`config.mk`:
```
export PLATFORM = sky130hd
export DESIGN_NAME = inst_fetch_unit
export DESIGN_NICKNAME = d
export VERILOG_FILES = /design/src/rtl/inst_fetch_unit.sv
export SDC_FILE = /design/constraint.sdc
export NUM_CORES = 1
export LEC_CHECK = 0
export CORE_MARGIN = 5
export CORE_UTILIZATION = 51
export DETAILED_ROUTE_END_ITERATION = 8
export GPL_TIMING_DRIVEN = 0
export PLACE_DENSITY = 0.86
export SYNTH_ARGS = -nofsm -noshare
export SYNTH_HDL_FRONTEND = slang
export SYNTH_SLANG_ARGS = --single-unit
```
`constraint.sdc`:
```
create_clock -name clock -period 3.6 [get_ports clock]
set_input_delay 0.72 -clock clock [delete_from_list [all_inputs] [get_ports clock]]
set_output_delay 0.72 -clock clock [all_outputs]
set_load 0.02 [all_outputs]
```
`src/rtl/inst_fetch_unit.sv`:
```
// Instruction fetch: owns the PC, replays on cache miss or stall, flushes on redirect; optional FETCH_PERF_EN counters.
// Latency: hit result reaches IF/ID two cycles after its address; miss adds 2 bubbles, redirect refills in 2.
// Backpressure: ifid_stall holds IF/ID and re-presents the pending address until released.
module inst_fetch_unit #(
  parameter logic [31:0] RESET_PC = 32'h0000_0000,
  parameter logic [31:0] NOP_INST = 32'h0000_0013
) (
  input  logic        clock,
  input  logic        reset,
  output logic [31:0] inst_addr,
  input  logic [31:0] cache_inst,
  input  logic        cache_hit,
  input  logic        ifid_stall,
  input  logic        redirect_valid,
  input  logic [31:0] redirect_pc,
  output logic [31:0] ifid_inst,
  output logic [31:0] ifid_pc,
  output logic        ifid_valid
`ifdef FETCH_PERF_EN
  ,
  output logic [31:0] perf_miss_count,
  output logic [31:0] perf_stall_count,
  output logic [31:0] perf_fetch_count
`endif
);

  typedef enum logic {
    RUN     = 1'b0,
    DISCARD = 1'b1
  } state_t;

  state_t      state_q, state_d;
  logic [31:0] pc_q, pc_d;
  logic [31:0] req_pc_q, req_pc_d;
  logic [31:0] ifid_inst_d, ifid_pc_d;
  logic        ifid_valid_d;
  logic        consume;

  assign inst_addr = pc_q;
  assign consume   = (state_q == RUN) & cache_hit & ~ifid_stall & ~redirect_valid;

  always_ff @(posedge clock) begin
    if (!reset) begin
      state_q    <= DISCARD;
      pc_q       <= RESET_PC;
      req_pc_q   <= RESET_PC;
      ifid_inst  <= NOP_INST;
      ifid_pc    <= 32'h0;
      ifid_valid <= 1'b0;
    end else begin
      state_q    <= state_d;
      pc_q       <= pc_d;
      req_pc_q   <= req_pc_d;
      ifid_inst  <= ifid_inst_d;
      ifid_pc    <= ifid_pc_d;
      ifid_valid <= ifid_valid_d;
    end
  end

  always_comb begin
    state_d      = state_q;
    pc_d         = pc_q;
    req_pc_d     = req_pc_q;
    ifid_inst_d  = ifid_inst;
    ifid_pc_d    = ifid_pc;
    ifid_valid_d = ifid_valid;
    if (redirect_valid) begin
      // Redirect beats stall and miss: the whole pipe front is squashed.
      pc_d         = redirect_pc & ~32'd3;
      state_d      = DISCARD;
      ifid_valid_d = 1'b0;
    end else if (state_q == DISCARD) begin
      pc_d     = pc_q + 32'd4;
      req_pc_d = pc_q;
      state_d  = RUN;
      if (!ifid_stall) ifid_valid_d = 1'b0;
    end else if (consume) begin
      ifid_inst_d  = cache_inst;
      ifid_pc_d    = req_pc_q;
      ifid_valid_d = 1'b1;
      req_pc_d     = pc_q;
      pc_d         = pc_q + 32'd4;
    end else begin
      // The address in flight behind req_pc_q is dropped and refetched later.
      pc_d    = req_pc_q;
      state_d = DISCARD;
      if (!ifid_stall) ifid_valid_d = 1'b0;
    end
  end

`ifdef FETCH_PERF_EN
  always_ff @(posedge clock) begin
    if (!reset) begin
      perf_miss_count  <= 32'h0;
      perf_stall_count <= 32'h0;
      perf_fetch_count <= 32'h0;
    end else begin
      if ((state_q == RUN) && !cache_hit && !redirect_valid)
        perf_miss_count <= perf_miss_count + 32'd1;
      if (ifid_stall) perf_stall_count <= perf_stall_count + 32'd1;
      if (consume) perf_fetch_count <= perf_fetch_count + 32'd1;
    end
  end
`endif

endmodule
```
==> results by group, run 1 <==
Outcome
  • Status: complete, no violations

Min path
  • Hold-critical path depth: 2
  • Hold endpoint: ifid_pc[19]
  • Hold_sp: ifid_pc[19]
  • Tightest Hold Check Type: flop to flop

Final layout
  • Layout area overhead: 45.2%
  • Number of diodes: 0
  • Nets: between 900 and 1,000
  • Fin util: 76.5%
  • Share of cells above drive strength 1: 6.52%
  • Fillers: 777

Detailed routing
  • Initial DRC Count: 498
  • Top sig layer: met4
  • Pre-Repair DR Iteration Count: 6
  • Met1 wire length: just over 7 mm
  • Post-DRT Antenna Nets: 0
  • Routed WL per cell: between 15 and 20 um
  • Met2 WL: 8.51 mm
  • Final Routed Wirelength: ~18 mm
  • DRC: 0
  • Vias: 5,870
  • Met3 routed WL: 1.99 mm
  • Vias per cell: approximately 5.7

Clocking
  • Clock Pin Slew Worst Setup and Hold Paths: 0.06 ns
  • # clock sinks: 130
  • Post-CTS Resized: 0
  • Post-CTS Setup Inserts: 0
  • Deepest clock path buffer count: 2
  • Num CTS Buffers: 17
  • CTS tree: yes
  • Worst skew pair latency: 0.52 ns
  • Post-CTS Hold Fix Bufs: 0
  • CTS root buf: clkbuf_8
  • H-tree levels: 4

Power and ir drop
  • Pwr/cell area: 484 nW/um^2
  • Leakage: 2.68 nW
  • Max rail drop VDD: roughly 270 uV

STA
  • Fin. max-slew vios: 0
  • Slew headroom: between 30% and 40%
  • Clock Skew: between 0.007 and 0.008 ns
  • Final setup viols: 0
  • Hold Vio Cnt, Final: 0
  • Fmax: about 350 MHz
  • Slew @ Worst Pin: a little under 1 ns
  • Final worst path period share: 79.5%
  • RSZ-0062 raised after global routing: false
  • Setup TNS: 0 ns
  • Period minus WS final: between 2 and 3 ns

Synth
  • Syn Area/Cell: 7.86 um^2
  • Mapped Cells: 695
  • Post-synth cell types: 47
  • Yosys reg bits: 130
  • Syn. warnings: 0
  • Synth Net Count: roughly 770
  • Register area share after synthesis: 47.6%
  • Asr flop ratio synth: 0%
  • Post-Syn Area: 5470 um^2
  • Synth Flop Type: dfxtp_1
  • Post-synth EDFFs: 0

Worst setup path
  • Critical path arrival: 3.30 ns
  • End of the worst register-to-register path: inst_addr[13]
  • Worst r2r src: state_q
  • Worst Setup End Kind: flop
  • Data required time of the worst path: 4.04 ns
  • Max FO, Critical Path: 10
  • R2R depth: 5
  • Setup Crit Path Kind: primary input to flop
  • R2R Setup Slk: around 1.4 ns
  • Worst setup SP type: primary input

Die
  • I/O Pins: 166
  • Chip width: approximately 110 um
  • Initial Util: 52.7%
  • Num rows: 37
  • Core box area: 10,400 um^2
  • Die Ht: 114 um
  • Die area: around 13,000 um^2

Place
  • Port buffer count: 163
  • DP Wirelength: 13.0 mm
  • Gp weighted congestion: 0.899

GRT
  • Grt total ovfl: 0
  • Vias in the first global route: around 5,800
  • Overall Global Routing Usage: 27.7%
  • Initial antenna violation count: 0
  • Pin count of the biggest net entering global routing: 17
  • First-pass GRT wire length: 28.6 mm

Flow run
  • Max-cap violations: 0
[stage by stage]
| stage | power [mW] | std cells | hold WS (ns) | instance area (um^2) | setup slack (ns) |
|---|---|---|---|---|---|
| finish | 3.84 | 1026 | 0.453 | 7940 | 0.739 |
| global placement | 1.92 | 994 | 0.441 | 7270 | 0.437 |
| floorplan | 1.72 | 695 | 0.440 | 5470 | 1.45 |
| detailed placement | 1.92 | 994 | 0.446 | 7270 | 0.368 |
| CTS | 3.84 | 1026 | 0.454 | 7940 | 0.850 |
| global route | 3.94 | 1026 | 0.470 | 7940 | 0.677 |
[worst max-delay path, stage by stage]
cell and delay (ns):
clkdlybuf4s50_1 0.58, or3b_2 0.21, nor2b_1 0.30, clkbuf_1 0.53, clkbuf_1 0.59, a22oi_1 0.14, o22ai_1 0.21
[kinds of logic (layout without fill, tap and decap cells)]
kind of cell             after synthesis  after routing  share of synthesized area [%]
adder cells (fa/ha/maj)                1              1                          0.229
XOR/XNOR                              21             21                           3.37
buffers and inverters                 55            250                           4.88
AND/OR/NAND/NOR                      315            315                           26.5
AO/OA/AOI/OAI                        173            173                           17.4
flip-flops                           130            130                           47.6
[synth_stat cells (all sizes together) (2+ instances only)]
master / n / share of area (%)
nor3: 6 / 0.55
a22oi: 3 / 0.41
nand3: 21 / 1.9
or2: 2 / 0.23
a21o: 2 / 0.27
xor2: 5 / 0.80
nor4: 7 / 0.80
clkbuf: 40 / 3.1
a211o: 4 / 0.64
xnor2: 16 / 2.6
nor3b: 8 / 1.1
o22ai: 10 / 1.1
or3b: 2 / 0.32
o21ai: 24 / 2.2
nand2: 216 / 15
inv: 3 / 0.21
and4: 8 / 1.4
and2: 2 / 0.25
a21oi: 115 / 11
nor2b: 5 / 0.57
or4: 2 / 0.27
a31oi: 3 / 0.34
and3: 4 / 0.48
nand4: 12 / 1.9
buf: 12 / 1.6
o31ai: 3 / 0.41
dfxtp: 130 / 48
nor2: 12 / 0.82
nand2b: 6 / 0.69
o311ai: 3 / 0.48
[where the power goes]
part           internal, mW  total (mW)  switching (mW)
Combinational         0.171       0.366           0.195
Sequential             1.48        1.54          0.0590
Clock                  1.28        1.94           0.663
Total                  2.93        3.84           0.917
[cell type report]
class / count / area (um^2) / area share (%)
Inverter: 3 / 11.3 / 0.142
Timing Repair Buffer: 163 / 1630 / 20.6
Clock buffer: 18 / 418 / 5.27
Multi-Input combinational cell: 510 / 2600 / 32.7
Sequential cell: 130 / 2600 / 32.8
Clock inverter: 14 / 250 / 3.15
Tap cell: 136 / 170 / 2.14
Buffer: 52 / 255 / 3.22
[routing by layer]
layer,GRT usage [%],vias to the layer above
met5,0,-
met3,7.27,65
li1,-,2737
met2,46.8,383
met4,11.8,0
met1,33.2,2685
[placed cells by master (no fill, tap or decap), types with 4 or more instances in the layout]
cell type and count:
clkdlybuf4s50_1 163, a21oi_1 114, nor2b_1 5, nand3_1 21
o22ai_1 10, a211o_1 4, o21ai_0 24, nor4_1 7
dfxtp_1 130, buf_2 8, nand4_1 10, bufinv_16 6
buf_6 4, nor2_1 12, and4_1 5, clkinv_4 5
nor3b_1 8, xor2_1 5, clkbuf_16 16, nand2b_1 6
xnor2_1 16, nand2_1 216, clkbuf_1 39, nor3_1 6
[how the worst max path moves through the flow]
stage / slack [ns] / cells past startpoint / end / from
6_report: 0.74 / 7 / inst_addr[13] / redirect_valid
3_3_place_gp: 0.44 / 7 / inst_addr[14] / redirect_valid
5_1_grt: 0.68 / 7 / inst_addr[15] / redirect_valid
4_1_cts: 0.85 / 7 / inst_addr[13] / redirect_valid
3_5_place_dp: 0.37 / 7 / inst_addr[13] / redirect_valid
2_1_floorplan: 1.45 / 6 / ifid_inst[12] / redirect_valid
[state kept, by name, indices dropped and copies added, names as in the netlist, named ones only]
name        cells
ifid_inst      32
ifid_pc        32
ifid_valid      1
inst_addr      30
req_pc_q       32
state_q         1
(Power assumes the default switching activity.)
==> inputs of run 2 (changes only) <==
--- a/config.mk
+++ b/config.mk
@@ -6,10 +6,10 @@
 export NUM_CORES = 1
 export LEC_CHECK = 0
 export CORE_MARGIN = 5
-export CORE_UTILIZATION = 51
+export CORE_UTILIZATION = 47
 export DETAILED_ROUTE_END_ITERATION = 8
 export GPL_TIMING_DRIVEN = 0
-export PLACE_DENSITY = 0.86
+export PLACE_DENSITY = 0.8
 export SYNTH_ARGS = -nofsm -noshare
 export SYNTH_HDL_FRONTEND = slang
 export SYNTH_SLANG_ARGS = --single-unit
==> constraint.sdc (replaced) <==
create_clock -name clock -period 2.93 [get_ports clock]
set_input_delay 0.586 -clock clock [delete_from_list [all_inputs] [get_ports clock]]
set_output_delay 0.586 -clock clock [all_outputs]
set_load 0.02 [all_outputs]
==> results by group, run 2 (synthesized netlist as in run 1, its figures left out) <==
Final layout
  • Number of diodes: 0
  • Fin util: 69.0%
  • Nets: 947
  • Post-route design area: 7880 um^2
  • Share of cells above drive strength 1: under 10%
  • Most frequent cells in the layout: nand2_1, clkdlybuf4s50_1, dfxtp_1
  • Layout area overhead: 44.2%
  • Largest registers: ifid_inst (32), ifid_pc (32), req_pc_q (32)
  • Most common cell after layout, fill and taps aside: nand2_1
  • Non-Filler Instances: 1,033

Worst setup path
  • Worst Setup End Kind: flop
  • Critical path arrival: 2.98 ns
  • Max incr delay on CP: 0.56 ns
  • Worst r2r src: inst_addr[15]
  • Max FO, Critical Path: 10
  • Slowest CP cell: clkbuf_1
  • Data required time of the worst path: 3.27 ns
  • CP startpoint: redirect_valid
  • CP dominant cell by count: clkbuf_1
  • CP Cell Sequence: clkdlybuf4s50_1 > or3b_2 > nor2b_1 > clkbuf_1 > clkbuf_1 > a22oi_1 > o22ai_1
  • Setup Crit Path Kind: primary input to flop
  • Worst setup SP type: primary input

STA
  • Slew @ Worst Pin: 0.700 ns
  • Slew headroom: about 53%
  • Hold Vio Cnt, Final: 0
  • Fmax: 379 MHz
  • Fin worst setup slack: 0.292 ns
  • Period minus WS final: 2.64 ns
  • Final setup viols: 0
  • Final worst path period share: between 90% and 100%
  • Fin. max-slew vios: 0
  • RSZ-0062 raised after global routing: false
  • Clock Skew: approximately 0.015 ns
  • Setup TNS: 0 ns

Detailed routing
  • Initial DRC Count: 669
  • Vias per cell: ~5.6
  • Pre-Repair DR Iteration Count: 6
  • Routed WL per cell: around 18 um
  • Post-DRT Antenna Nets: 0
  • DRC: 0
  • Vias: a little under 6,000
  • Final Routed Wirelength: 18.7 mm

Clocking
  • CTS tree: yes
  • Deepest clock path buffer count: 2
  • # clock sinks: 130
  • Num CTS Buffers: 17
  • Clock Pin Slew Worst Setup and Hold Paths: 0.06 ns
  • Post-CTS Resized: 0
  • Worst skew pair latency: 0.42 ns
  • H-tree levels: 4
  • CTS root buf: clkbuf_16
  • Post-CTS Setup Inserts: 0
  • Post-CTS Hold Fix Bufs: 0

Die
  • Die area: between 10,000 and 15,000 um^2
  • Chip width: 118 um
  • Num rows: 39
  • Die Ht: 118 um
  • Core box area: 11,400 um^2
  • Initial Util: a little under half
  • I/O Pins: 166

Outcome
  • Status: complete, no violations

Flow run
  • Max-cap violations: 0

Place
  • Dpl ws: -0.0491 ns
  • Port buffer count: 163
  • Gp weighted congestion: 0.930
  • Placed cells: 1,001
  • DP Wirelength: 13.5 mm
  • Placed Area: between 7000 and 8000 um^2

GRT
  • Grt total ovfl: 0
  • Initial antenna violation count: 0
  • Pin count of the biggest net entering global routing: 17
  • Vias in the first global route: 5,685
  • Overall Global Routing Usage: around a quarter
  • First-pass GRT wire length: 29.8 mm

Power and ir drop
  • Switch share: 24.6%
  • Leakage: 2.66 nW
  • Max rail drop VDD: 379 uV
  • Comb pwr share: 9.9%
  • Pwr/cell area: 570 nW/um^2
  • Switching power: 1.11 mW
  • Part of the power in registers: 42.1%
  • Clock share of power: 47.9%
  • Internal power: 3.39 mW

Min path
  • Hold_sp: ifid_pc[24]
  • Tightest Hold Check Type: flop to flop
run 2: cell count changes in the layout (fill, tap and decap cells not counted), sizes merged:
| cell | before | now |
|---|---|---|
| clkinv | 5 | 9 |
| inv | 6 | 3 |
| bufinv | 6 | 3 |
| clkinvlp | 0 | 1 |
| clkbuf | 58 | 59 |
run 2: worst paths after layout:
check                        to  slack, ns  cells past startpoint
setup / recovery  inst_addr[13]       0.29                      7
hold / removal      ifid_pc[24]       0.45                      2
setup reg to reg  inst_addr[30]       0.87                      5
hold reg to reg     ifid_pc[24]       0.45                      2
run 2: layout make-up:
cell class | count | area, um^2
plain buffers | 52 | 255
clock buffers | 19 | 443
clock inverters | 13 | 161
fillers | 927 | 3540
inverters | 3 | 11.3
multi-input cells | 510 | 2600
flip-flops and latches | 130 | 2600
well taps | 143 | 179
repair buffers | 163 | 1630
run 2: routing by layer:
layer / track usage, % / part of all wire, % / wire [um] / vias up
li1: - / - / - / 2746
met1: 33.3 / 41 / 7660 / 2629
met2: 41.8 / 46 / 8580 / 335
met3: 8.55 / 10 / 1870 / 62
met4: 10.3 / 3.1 / 578 / 0
met5: 0 / 0 / 0 / -
run 2: per-stage QoR:
step	hold WS [ns]	power [mW]
global placement	0.441	2.36
CTS	0.456	4.49
floorplan	0.440	2.12
global route	0.471	4.63
finish	0.454	4.49
detailed placement	0.448	2.36
run 2: critical path, delay by kind of cell:
family | cells | cell delay [ns]
AND/OR/NAND/NOR | 2 | 0.44
buffers and inverters | 3 | 1.58
AO/OA/AOI/OAI | 2 | 0.36
run 2: power groups by stage:
stage | registers (mW) | clock network [mW] | logic (mW)
3_3_place_gp | 1.92 | 0 | 0.432
3_5_place_dp | 1.93 | 0 | 0.439
5_1_grt | 1.90 | 2.26 | 0.476
2_1_floorplan | 1.95 | 0 | 0.173
6_report | 1.89 | 2.15 | 0.446
4_1_cts | 1.89 | 2.16 | 0.442
==> inputs of run 3 (changes only) <==
--- a/config.mk
+++ b/config.mk
@@ -7,9 +7,11 @@
 export LEC_CHECK = 0
 export CORE_MARGIN = 5
 export CORE_UTILIZATION = 47
+export CTS_CLUSTER_DIAMETER = 100
 export DETAILED_ROUTE_END_ITERATION = 8
 export GPL_TIMING_DRIVEN = 0
 export PLACE_DENSITY = 0.8
+export REMOVE_ABC_BUFFERS = 1
 export SYNTH_ARGS = -nofsm -noshare
 export SYNTH_HDL_FRONTEND = slang
 export SYNTH_SLANG_ARGS = --single-unit
==> results by group, run 3 (synthesized netlist as in run 1, its figures left out) <==
Detailed routing
  • Routed WL per cell: around 17 um
  • Post-DRT Antenna Nets: 0
  • DRC: 0
  • Pre-Repair DR Iteration Count: 5
  • Vias: 5,478
  • Vias per cell: 5.57
  • Initial DRC Count: 363
  • Final Routed Wirelength: 16.5 mm

Worst setup path
  • Max FO, Critical Path: 66
  • Worst setup SP type: primary input
  • Critical path arrival: 3.11 ns
  • Worst Setup End Kind: flop
  • Data required time of the worst path: 3.24 ns
  • Setup Crit Path Kind: primary input to flop

Outcome
  • Status: complete, no violations

Die
  • Initial Util: 47.9%
  • Die area: 13,900 um^2
  • Num rows: 39
  • I/O Pins: 166
  • Chip width: between 100 and 150 um
  • Core box area: 11,400 um^2
  • Die Ht: 118 um

Place
  • Placed cells: 952
  • Placed Area: 7110 um^2
  • Gp weighted congestion: 0.833
  • DP Wirelength: ~11 mm
  • Port buffer count: 163
  • Dpl ws: -1.33 ns

STA
  • Fin worst setup slack: 0.134 ns
  • Slew @ Worst Pin: 1.29 ns
  • Worst hold slack: 0.452 ns
  • Final setup viols: 0
  • Fin. max-slew vios: 0
  • RSZ-0062 raised after global routing: false
  • Setup TNS: 0 ns
  • Fmax: between 300 and 400 MHz
  • Hold Vio Cnt, Final: 0
  • Period minus WS final: 2.80 ns
  • Final worst path period share: 95.4%
  • Slew headroom: between 10% and 20%
  • Clock Skew: 0.00673 ns

Clocking
  • # clock sinks: 130
  • Num CTS Buffers: 17
  • Worst skew pair latency: 0.41 ns
  • H-tree levels: 4
  • CTS tree: yes
  • Deepest clock path buffer count: 2
  • Post-CTS Setup Inserts: 0
  • CTS root buf: clkbuf_16
  • Clock Pin Slew Worst Setup and Hold Paths: 0.05 ns
  • Post-CTS Hold Fix Bufs: 0

Final layout
  • Non-Filler Instances: 983
  • Fin util: roughly two thirds
  • Fillers: 973
  • Share of cells above drive strength 1: 6.19%
  • Number of diodes: 0
  • Nets: 898
  • Largest registers: ifid_inst (32), ifid_pc (32), req_pc_q (32)
  • Layout area overhead: 40.0%
  • Most common cell after layout, fill and taps aside: nand2_1
  • Post-route design area: 7650 um^2
  • Most frequent cells in the layout: nand2_1, clkdlybuf4s50_1, dfxtp_1

GRT
  • Initial antenna violation count: 0
  • Overall Global Routing Usage: 23.2%
  • Vias in the first global route: between 5,000 and 6,000
  • Pin count of the biggest net entering global routing: 67
  • First-pass GRT wire length: 26.6 mm
  • Grt total ovfl: 0

Power and ir drop
  • Pwr/cell area: ~550 nW/um^2
  • Leakage: about 2.6 nW
  • Total power: 4.23 mW
  • Max rail drop VDD: 499 uV

Flow run
  • Max-cap violations: 0

Min path
  • Tightest Hold Check Type: flop to flop
==> run 3: repair_timing <==
item                                    CTS  global route
resized for setup                         4             0
endpoints found under the setup margin   19             0
endpoints found under the hold margin     0             0
==> run 3: metal layers <==
metal | share of wire (%) | track usage [%] | wire [um]
met5 | 0 | 0 | 0
met1 | 41 | 27.5 | 6800
met2 | 50 | 39.3 | 8240
met3 | 6.0 | 5.62 | 987
met4 | 2.8 | 11.2 | 463
==> run 3: power by group <==
part / internal, mW / switching (mW)
combinational: 0.200 / 0.218
sequential: 1.82 / 0.0679
clock: 1.20 / 0.725
total: 3.22 / 1.01
==> run 3: critical path, stage by stage <==
cell and delay, ns:
clkdlybuf4s15_2 0.57, inv_4 0.33, buf_16 0.31, nor2_2 0.57
nand2_1 0.36, o31ai_1 0.33
==> run 3: worst paths after layout <==
check / endpoint / slack (ns) / cells past startpoint / from
worst min-delay path: ifid_pc[28] / 0.45 / 2 / ifid_pc[28]
worst max register to register: inst_addr[16] / 0.56 / 4 / state_q
worst max-delay path: inst_addr[9] / 0.13 / 6 / reset
worst min register to register: ifid_pc[28] / 0.45 / 2 / ifid_pc[28]
==> run 3: area by class of cell <==
cell class	instances	area, um^2	share of cell area (%)
multi-input cells	510	2620	34.2
flip-flops and latches	130	2600	34.0
repair buffers	166	1700	22.2
clock buffers	26	519	6.78
well taps	143	179	2.34
clock inverters	5	25.0	0.327
inverters	3	13.8	0.180
